===== src/rtl/pipeline_latch_ctrl.sv =====
`default_nettype none
// ============================================================================
// Module      : pipeline_latch_ctrl
// Description : Applies the hazard unit's stall/flush controls to the four
//               pipeline boundary registers (IF/ID, ID/EX, EX/MEM, MEM/WB).
//               Owns the PC, the per-stage valid/instr/pc payload, a retire
//               pulse, saturating stall/flush/retire event counters and a
//               sticky protocol error flag for inconsistent stall patterns.
// Ports       :
//   CLK, RST                 clock (rising edge), async active-high reset
//   pc_en                    PC may advance (needs ihit as well)
//   stall_*/flush_*          per-boundary hold / bubble requests
//   pc_next                  next PC from fetch/branch logic
//   ihit, imem_instr         fetch complete strobe and fetched word
//   pc                       current PC
//   <stage>_valid/instr/pc   boundary register contents
//   retire                   registered pulse: instruction left MEM/WB
//   stall_cnt/flush_cnt/
//   retire_cnt               saturating event counters
//   protocol_err             sticky inconsistent-stall flag
// Revision    : 1.0 - initial release
// ============================================================================
module pipeline_latch_ctrl #(
    parameter int              PC_W     = 32,
    parameter int              IW       = 32,
    parameter logic [PC_W-1:0] PC_RESET = '0,
    parameter int              CNT_W    = 16
) (
    input  logic             CLK,
    input  logic             RST,
    input  logic             pc_en,
    input  logic             stall_ifid,
    input  logic             stall_idex,
    input  logic             stall_xmem,
    input  logic             stall_wb,
    input  logic             flush_ifid,
    input  logic             flush_idex,
    input  logic             flush_xmem,
    input  logic             flush_wb,
    input  logic [PC_W-1:0]  pc_next,
    input  logic             ihit,
    input  logic [IW-1:0]    imem_instr,
    output logic [PC_W-1:0]  pc,
    output logic             ifid_valid,
    output logic             idex_valid,
    output logic             exmem_valid,
    output logic             memwb_valid,
    output logic [IW-1:0]    ifid_instr,
    output logic [IW-1:0]    idex_instr,
    output logic [IW-1:0]    exmem_instr,
    output logic [IW-1:0]    memwb_instr,
    output logic [PC_W-1:0]  ifid_pc,
    output logic [PC_W-1:0]  idex_pc,
    output logic [PC_W-1:0]  exmem_pc,
    output logic [PC_W-1:0]  memwb_pc,
    output logic             retire,
    output logic [CNT_W-1:0] stall_cnt,
    output logic [CNT_W-1:0] flush_cnt,
    output logic [CNT_W-1:0] retire_cnt,
    output logic             protocol_err
);

    localparam logic [CNT_W-1:0] C_CNT_ONE = CNT_W'(1);

    logic [PC_W-1:0]  pc_q, pc_d;
    logic             ifid_valid_q, ifid_valid_d, idex_valid_q, idex_valid_d;
    logic             exmem_valid_q, exmem_valid_d, memwb_valid_q, memwb_valid_d;
    logic [IW-1:0]    ifid_instr_q, ifid_instr_d, idex_instr_q, idex_instr_d;
    logic [IW-1:0]    exmem_instr_q, exmem_instr_d, memwb_instr_q, memwb_instr_d;
    logic [PC_W-1:0]  ifid_pc_q, ifid_pc_d, idex_pc_q, idex_pc_d;
    logic [PC_W-1:0]  exmem_pc_q, exmem_pc_d, memwb_pc_q, memwb_pc_d;
    logic             retire_q, retire_d;
    logic [CNT_W-1:0] stall_cnt_q, stall_cnt_d, flush_cnt_q, flush_cnt_d;
    logic [CNT_W-1:0] retire_cnt_q, retire_cnt_d;
    logic             protocol_err_q, protocol_err_d;

    logic w_stall_any, w_flush_any, w_retire, w_lost_instr, w_fetch_while_held;

    always_comb begin
        pc_d = pc_q;
        if (pc_en && ihit) begin
            pc_d = pc_next;
        end

        // IF/ID: a fetch miss on advance inserts a bubble
        if (flush_ifid) begin
            ifid_valid_d = 1'b0;
            ifid_instr_d = '0;
            ifid_pc_d    = '0;
        end else if (stall_ifid) begin
            ifid_valid_d = ifid_valid_q;
            ifid_instr_d = ifid_instr_q;
            ifid_pc_d    = ifid_pc_q;
        end else begin
            ifid_valid_d = ihit;
            ifid_instr_d = ihit ? imem_instr : '0;
            ifid_pc_d    = ihit ? pc_q : '0;
        end

        // Invalid stages always carry zero payload, so a plain copy moves
        // bubbles downstream correctly.
        if (flush_idex) begin
            idex_valid_d = 1'b0;
            idex_instr_d = '0;
            idex_pc_d    = '0;
        end else if (stall_idex) begin
            idex_valid_d = idex_valid_q;
            idex_instr_d = idex_instr_q;
            idex_pc_d    = idex_pc_q;
        end else begin
            idex_valid_d = ifid_valid_q;
            idex_instr_d = ifid_instr_q;
            idex_pc_d    = ifid_pc_q;
        end

        if (flush_xmem) begin
            exmem_valid_d = 1'b0;
            exmem_instr_d = '0;
            exmem_pc_d    = '0;
        end else if (stall_xmem) begin
            exmem_valid_d = exmem_valid_q;
            exmem_instr_d = exmem_instr_q;
            exmem_pc_d    = exmem_pc_q;
        end else begin
            exmem_valid_d = idex_valid_q;
            exmem_instr_d = idex_instr_q;
            exmem_pc_d    = idex_pc_q;
        end

        if (flush_wb) begin
            memwb_valid_d = 1'b0;
            memwb_instr_d = '0;
            memwb_pc_d    = '0;
        end else if (stall_wb) begin
            memwb_valid_d = memwb_valid_q;
            memwb_instr_d = memwb_instr_q;
            memwb_pc_d    = memwb_pc_q;
        end else begin
            memwb_valid_d = exmem_valid_q;
            memwb_instr_d = exmem_instr_q;
            memwb_pc_d    = exmem_pc_q;
        end

        w_retire    = memwb_valid_q && !stall_wb && !flush_wb;
        retire_d    = w_retire;
        w_stall_any = stall_ifid | stall_idex | stall_xmem | stall_wb;
        w_flush_any = flush_ifid | flush_idex | flush_xmem | flush_wb;

        stall_cnt_d  = stall_cnt_q;
        flush_cnt_d  = flush_cnt_q;
        retire_cnt_d = retire_cnt_q;
        if (w_stall_any && (stall_cnt_q != '1)) begin
            stall_cnt_d = stall_cnt_q + C_CNT_ONE;
        end
        if (w_flush_any && (flush_cnt_q != '1)) begin
            flush_cnt_d = flush_cnt_q + C_CNT_ONE;
        end
        if (w_retire && (retire_cnt_q != '1)) begin
            retire_cnt_d = retire_cnt_q + C_CNT_ONE;
        end

        // Downstream held while upstream advances over a live instruction:
        // the upstream contents are overwritten and the instruction is lost.
        w_lost_instr = (stall_idex && !stall_ifid && !flush_ifid && ifid_valid_q)
                     | (stall_xmem && !stall_idex && !flush_idex && idex_valid_q)
                     | (stall_wb   && !stall_xmem && !flush_xmem && exmem_valid_q);
        // PC moves on while IF/ID holds: the fetched word is dropped.
        w_fetch_while_held = stall_ifid && pc_en && ihit;
        protocol_err_d = protocol_err_q | w_lost_instr | w_fetch_while_held;
    end

    always_ff @(posedge CLK or posedge RST) begin
        if (RST) begin
            pc_q           <= PC_RESET;
            ifid_valid_q   <= 1'b0;
            idex_valid_q   <= 1'b0;
            exmem_valid_q  <= 1'b0;
            memwb_valid_q  <= 1'b0;
            ifid_instr_q   <= '0;
            idex_instr_q   <= '0;
            exmem_instr_q  <= '0;
            memwb_instr_q  <= '0;
            ifid_pc_q      <= '0;
            idex_pc_q      <= '0;
            exmem_pc_q     <= '0;
            memwb_pc_q     <= '0;
            retire_q       <= 1'b0;
            stall_cnt_q    <= '0;
            flush_cnt_q    <= '0;
            retire_cnt_q   <= '0;
            protocol_err_q <= 1'b0;
        end else begin
            pc_q           <= pc_d;
            ifid_valid_q   <= ifid_valid_d;
            idex_valid_q   <= idex_valid_d;
            exmem_valid_q  <= exmem_valid_d;
            memwb_valid_q  <= memwb_valid_d;
            ifid_instr_q   <= ifid_instr_d;
            idex_instr_q   <= idex_instr_d;
            exmem_instr_q  <= exmem_instr_d;
            memwb_instr_q  <= memwb_instr_d;
            ifid_pc_q      <= ifid_pc_d;
            idex_pc_q      <= idex_pc_d;
            exmem_pc_q     <= exmem_pc_d;
            memwb_pc_q     <= memwb_pc_d;
            retire_q       <= retire_d;
            stall_cnt_q    <= stall_cnt_d;
            flush_cnt_q    <= flush_cnt_d;
            retire_cnt_q   <= retire_cnt_d;
            protocol_err_q <= protocol_err_d;
        end
    end

    assign pc           = pc_q;
    assign ifid_valid   = ifid_valid_q;
    assign idex_valid   = idex_valid_q;
    assign exmem_valid  = exmem_valid_q;
    assign memwb_valid  = memwb_valid_q;
    assign ifid_instr   = ifid_instr_q;
    assign idex_instr   = idex_instr_q;
    assign exmem_instr  = exmem_instr_q;
    assign memwb_instr  = memwb_instr_q;
    assign ifid_pc      = ifid_pc_q;
    assign idex_pc      = idex_pc_q;
    assign exmem_pc     = exmem_pc_q;
    assign memwb_pc     = memwb_pc_q;
    assign retire       = retire_q;
    assign stall_cnt    = stall_cnt_q;
    assign flush_cnt    = flush_cnt_q;
    assign retire_cnt   = retire_cnt_q;
    assign protocol_err = protocol_err_q;

endmodule
`default_nettype wire


===== config.mk =====
export PLATFORM = sky130hd
export DESIGN_NAME = pipeline_latch_ctrl
export DESIGN_NICKNAME = d
export VERILOG_FILES = /design/src/rtl/pipeline_latch_ctrl.sv
export SDC_FILE = /design/constraint.sdc
export NUM_CORES = 1
export LEC_CHECK = 0
export CORE_MARGIN = 2
export CORE_UTILIZATION = 41
export DETAILED_ROUTE_END_ITERATION = 7
export PLACE_DENSITY_LB_ADDON = 0.1
export SETUP_SLACK_MARGIN = 0.3
export SYNTH_ARGS = -nofsm -noshare
export SYNTH_HDL_FRONTEND = slang
export SYNTH_SLANG_ARGS = --single-unit

===== constraint.sdc =====
create_clock -name CLK -period 34.3 [get_ports CLK]
set_input_delay 5.145 -clock CLK [delete_from_list [all_inputs] [get_ports CLK]]
set_output_delay 5.145 -clock CLK [all_outputs]
set_load 0.02 [all_outputs]

* Yosys cells after proc, flatten, opt, wreduce, memory -nomap -nowiden *
Index checks and enable logic that the tools add are counted.

storage, ports and cells
  register bits after elaboration = 342
  output and inout bits = 342
  bits of input ports = 76
  memories = 0
  RAM bits = 0
  bits in latches = 0
  word-level logic and storage cells = 89
  memory bits (read-only) = 0

cells by class
  divide/modulo/power cells = 0
  add/subtract/negate cells = 3
  reductions and logical operators = 25
  equality and inequality tests = 7
  $lt $le $gt $ge = 0
  shift-type cells = 0
  $mul = 0
  mux-type cells = 26
  bitwise operators = 10

operators by type and width
  kind                                                              number
  32-bit two-way mux                                                18
  16-bit by 1-bit adder with 16-bit output (second input constant)  3
  16-bit != test (second input constant)                            3
  1-bit logical AND                                                 17
  1-bit bitwise OR                                                  10
  1-bit logical NOT                                                 8
  1-bit two-way mux                                                 8
  2-bit by 1-bit != test with 1-bit output (second input constant)  4

* Depth between registers and ports, before layout *
  depth after elaboration = 8
  mapped depth = 6
  depth with buffers taken out = 5

* Least setup slack after synthesis *
No wires, ideal clock.

  path kind = input -> register
  start point = input port flush_ifid
  end point = register flush_cnt_q[11] (netlist: flush_cnt[11])
  stages = 6
  path slack = 27.763 ns
  buffers on the path = 2
  arrival time = 6.400 ns
  setup time = 0.137 ns
  required time = 34.163 ns
  cells stage by stage = or4_1 > clkbuf_1 > and4_1 > clkbuf_1 > a41oi_1 > a31oi_1

on the way
  word-level cells in the longest chain between the ends = 4

RTL lines
  element                        line  RTL
  start: declaration             36    input logic flush_ifid,
  1-bit bitwise OR (3 in a row)  147   w_flush_any = flush_ifid | flush_idex | flush_xmem | flush_wb;
  1-bit logical AND              155   if (w_flush_any && (flush_cnt_q != '1)) begin
  end signal: assignment         208   flush_cnt_q <= flush_cnt_d;
  end: declaration               73    logic [CNT_W-1:0] stall_cnt_q, stall_cnt_d, flush_cnt_q, flush_cnt_d;

Every way passes these cells.
A chain may end at the register's enable or synchronous reset.

* Final worst setup path *
  start point = input port stall_wb
  end point = register stall_cnt_q[15] (netlist: stall_cnt[15])

on the way
  word-level cells in the longest chain between the ends = 2

RTL lines
  element                 line  RTL
  start: declaration      35    input logic stall_wb,
  1-bit bitwise OR        146   w_stall_any = stall_ifid | stall_idex | stall_xmem | stall_wb;
  1-bit logical AND       152   if (w_stall_any && (stall_cnt_q != '1)) begin
  end signal: assignment  207   stall_cnt_q <= stall_cnt_d;
  end: declaration        73

Every way passes these cells.

==> key figures <==
Die
  • Starting Density: 0.4180
  • Die area: approximately 0.035 sq mm
  • Die X: about 190 um
  • Cell Rows: between 60 and 70
  • # IOs: 418
  • Die height: 186.6 um
  • Core Area: between 0.03 and 0.04 sq mm

Timing
  • Clock skew: approximately 0.011 ns
  • Final setup TNS: 0 ns
  • Slew Viols, Final: 0
  • Fin. Hold Viols: 0
  • Worst-margin pin slew: 0.9500 ns
  • Final number of setup-violating endpoints: 0
  • Slew HR: 0.3667
  • Crit path time final: just over 7 ns
  • Final period utilization: 0.2053
  • Unrepaired setup endpoints after global routing: false
  • Maximum clock rate: around 0.14 GHz

Yosys
  • Number of library cell types mapped by synthesis: 41
  • Main synth FF type: dfrtp_1
  • Ys async rst share: 1.000
  • Sequential share of the synthesized area: 0.6261
  • Syn Area/Cell: roughly 13 sq um
  • Syn_nets: 1150
  • Seq cells post-synth: 342
  • Synth Area in XOR/XNOR: 0.02307
  • Synth Area in Compound Gates: 0.05254
  • Number of synthesized flops with an enable pin: 0
  • Post-Synth Simple-Gate Area: 0.1017
  • Mux contribution to synthesized area: 0.1733
  • Synth Warn #: 0
  • Mapped Cells: roughly 1.1k
  • Largest family of logic cells by synthesized area: multiplexers
  • Synth Cell Area: around 0.014 sq mm
  • Adder-Cell Fraction of Synth Area: 0.002746

Setup path
  • Worst path slowest cell: buf_4
  • Register-to-Register Path Depth: 5
  • Worst setup path class: in -> reg
  • Worst EP arrival: between 7 and 8 ns
  • Worst-path cell chain: buf_4 -> buf_4 -> nor4_2 -> or4_4 -> nor4_2 -> xor2_1
  • Crit. End Element: flip-flop
  • Critical Path Start: stall_wb
  • Top delay family on crit path: buffers and inverters
  • R2R setup slack: between 30 and 40 ns
  • Critical Path Start Type: input port
  • Critical path data required time: 34.74 ns
  • Max incr delay on CP: 0.72 ns
  • Worst setup path end: stall_cnt[15]$_DFFE_PP0P_
  • FF-to-FF End: stall_cnt[1]$_DFFE_PP0P_
  • CP Max Fanout: 42
  • Crit. path cell count: 6
  • Buf/Inv on CP: 2
  • FF-to-FF Start: stall_cnt[0]$_DFFE_PP0P_

Pwr
  • Maximum VDD drop: ~0.037 mV
  • Power density of the placed cells: about 53 mW/mm^2
  • Total power: 1.031 mW
  • Cell leakage power: just over 9 nW

Route
  • Antenna-violating nets left: 0
  • Wire length per cell: roughly 20 um
  • Mean number of vias per cell: 5.042
  • Total wire length: around 40000 um
  • Initial DRC Count: between 400 and 500
  • DRC: 0
  • Total number of vias: between 9k and 10k
  • Drt pass-1 iters: 4

Placed design
  • Placed cell area: 0.01823 sq mm
  • Port bufs: 417
  • GP Congestion: roughly 0.83
  • Dpl hpwl: about 27000 um

Flow run
  • Max-Cap Viols: 0

Clock tree
  • Root Buffer: clkbuf_16
  • Clock tree buffer depth: 3
  • Hold-fix buffers, CTS: 0
  • Setup Buffers After CTS: 0
  • Clock Latency Late Sink: a little over 0.5 ns
  • Clock transition at path regs: roughly 0.06 ns
  • Post-cts sizing count: 0
  • # clock sinks: about 340
  • # H-tree levels: 2
  • Cts bufs inserted: 39
  • TritonCTS clock tree: built

Global route
  • Number of antenna violations at the first check in global routing: 0
  • Vias in the first global route: around 10k
  • Global-route wire length before repair: just over 60000 um
  • Tot GR Track Use: 0.2248
  • Congestion Overflow GR: 0
  • Largest net degree at the start of global routing: ~150

Layout
  • Layout area overhead: 42.98%
  • Share of layout cells above drive strength 1: 0.08450
  • Filler cells: between 2k and 3k
  • Final instance area: just under 0.02 sq mm
  • # nets final: 1554

Outcome
  • Outcome: finished clean

Hold path
  • Hold WC Path Type: reg -> reg
## state kept, by name, indices dropped and copies added, names as in the netlist, 16 cells and up
signal / flops
retire_cnt: 16
idex_instr: 32
exmem_instr: 32
stall_cnt: 16
flush_cnt: 16
ifid_instr: 32
memwb_pc: 32
pc: 32
ifid_pc: 32
memwb_instr: 32
exmem_pc: 32
idex_pc: 32
## layer usage
metal | vias to the layer above | part of all wire | GRT usage | wire length [um]
li1 | 4564 | - | - | -
met1 | 4865 | 0.41 | 0.2813 | 16410
met2 | 334 | 0.48 | 0.3734 | 19220
met3 | 48 | 0.087 | 0.07956 | 3466
met4 | 0 | 0.020 | 0.05586 | 816
met5 | - | 0 | 0 | 0
## power breakdown
group / total, mW / leakage [nW] / internal (mW) / switching [mW]
clock network: 0.423 / 0.649 / 0.262 / 0.162
registers: 0.454 / 4.61 / 0.427 / 0.0271
logic: 0.154 / 3.83 / 0.0714 / 0.0823
total: 1.03 / 9.09 / 0.760 / 0.271
## layout by cell type (no fill, tap or decap), drive strengths merged
cell | Yosys | final
clkdlybuf4s50 | 0 | 411
dfrtp | 342 | 342
nor2 | 214 | 214
mux2i | 195 | 195
a22o | 64 | 64
clkbuf | 41 | 57
mux2 | 37 | 37
xor2 | 31 | 31
buf | 25 | 18
nand2 | 15 | 15
nand3 | 15 | 15
nor3 | 12 | 12
nand4 | 10 | 10
nor4 | 8 | 8
clkinv | 0 | 7
nor3b | 7 | 7
a21oi | 6 | 6
nor4b | 5 | 5
xnor2 | 5 | 5
inv | 4 | 5
a31oi | 4 | 4
and4 | 4 | 4
a41oi | 4 | 4
bufinv | 0 | 4
or2 | 3 | 3
ha | 3 | 3
and3 | 2 | 2
o31ai | 2 | 2
nor4bb | 2 | 2
or4 | 2 | 2
nor2b | 2 | 2
diode | 0 | 1
a21o | 1 | 1
a2bb2oi | 1 | 1
o21a | 1 | 1
o21ai | 1 | 1
o2111ai | 1 | 1
o211ai | 1 | 1
a211oi | 1 | 1
## logic make-up after synthesis
kind of cell,count (synthesis)
AOI/OAI and AO/OA,87
adders and majority gates,3
buffers and inverters,70
DFF,342
and+or+nand+nor,301
muxes,232
xor gates and xnor gates,36
## Yosys cell counts (4+ instances only)
library cell / number / share of area
mux2_2: 37 / 0.030
xnor2_1: 5 / 0.0032
a22o_1: 64 / 0.041
nor2_1: 214 / 0.059
nor4b_1: 5 / 0.0032
clkbuf_1: 41 / 0.011
xor2_1: 31 / 0.020
nand4_1: 9 / 0.0041
nor4_1: 4 / 0.0018
buf_1: 11 / 0.0030
buf_2: 14 / 0.0051
a41oi_1: 4 / 0.0026
nand3_1: 15 / 0.0055
mux2i_1: 195 / 0.14
nor3b_1: 6 / 0.0033
a31oi_1: 4 / 0.0018
nand2_1: 15 / 0.0041
a21oi_1: 6 / 0.0022
dfrtp_1: 342 / 0.63
nor3_1: 12 / 0.0044
and4_1: 4 / 0.0026
inv_1: 4 / 0.0011
## cell type report
cell class / instances / area (sq um) / share of cell area
clock inverters: 12 / 163.9 / 0.008387
well taps: 442 / 553.0 / 0.02830
inverters: 4 / 22.52 / 0.001152
multi-input cells: 659 / 4842 / 0.2478
diodes: 1 / 2.502 / 0.0001280
repair buffers: 429 / 4254 / 0.2177
flip-flops and latches: 342 / 8558 / 0.4379
clock buffers: 57 / 1146 / 0.05865
## per-stage QoR
stage	instances	hold WS (ns)	setup WS, ns	utilization
global route	1945	0.5242	27.12	0.5975
global placement	1876	0.4767	26.71	0.5575
floorplan	1071	0.5941	19.68	-
CTS	1945	0.4922	27.24	0.5975
finish	1946	0.4883	27.26	0.5976
detailed placement	1876	0.4787	26.70	0.5575
## worst min-delay path by stage
stage                                    endpoint  cells after the start                   start
after floorplan            protocol_err$_DFF_PP0_                      2  protocol_err$_DFF_PP0_
after detailed placement   protocol_err$_DFF_PP0_                      2  protocol_err$_DFF_PP0_
after CTS                  protocol_err$_DFF_PP0_                      2  protocol_err$_DFF_PP0_
final                      protocol_err$_DFF_PP0_                      2  protocol_err$_DFF_PP0_
after global routing      ifid_pc[13]$_DFFE_PP0P_                      1      pc[13]$_DFFE_PP0P_
after global placement     protocol_err$_DFF_PP0_                      2  protocol_err$_DFF_PP0_
## worst register-to-register path: cells and delay by family (launching register included)
| kind | cells | cell delay [ns] |
|---|---|---|
| adder cells (fa/ha/maj) | 1 | 0.19 |
| flip-flops | 1 | 0.43 |
| multiplexers | 1 | 0.30 |
| AND/OR/NAND/NOR | 3 | 0.87 |
Note: power is estimated with default switching activity, not from simulation.
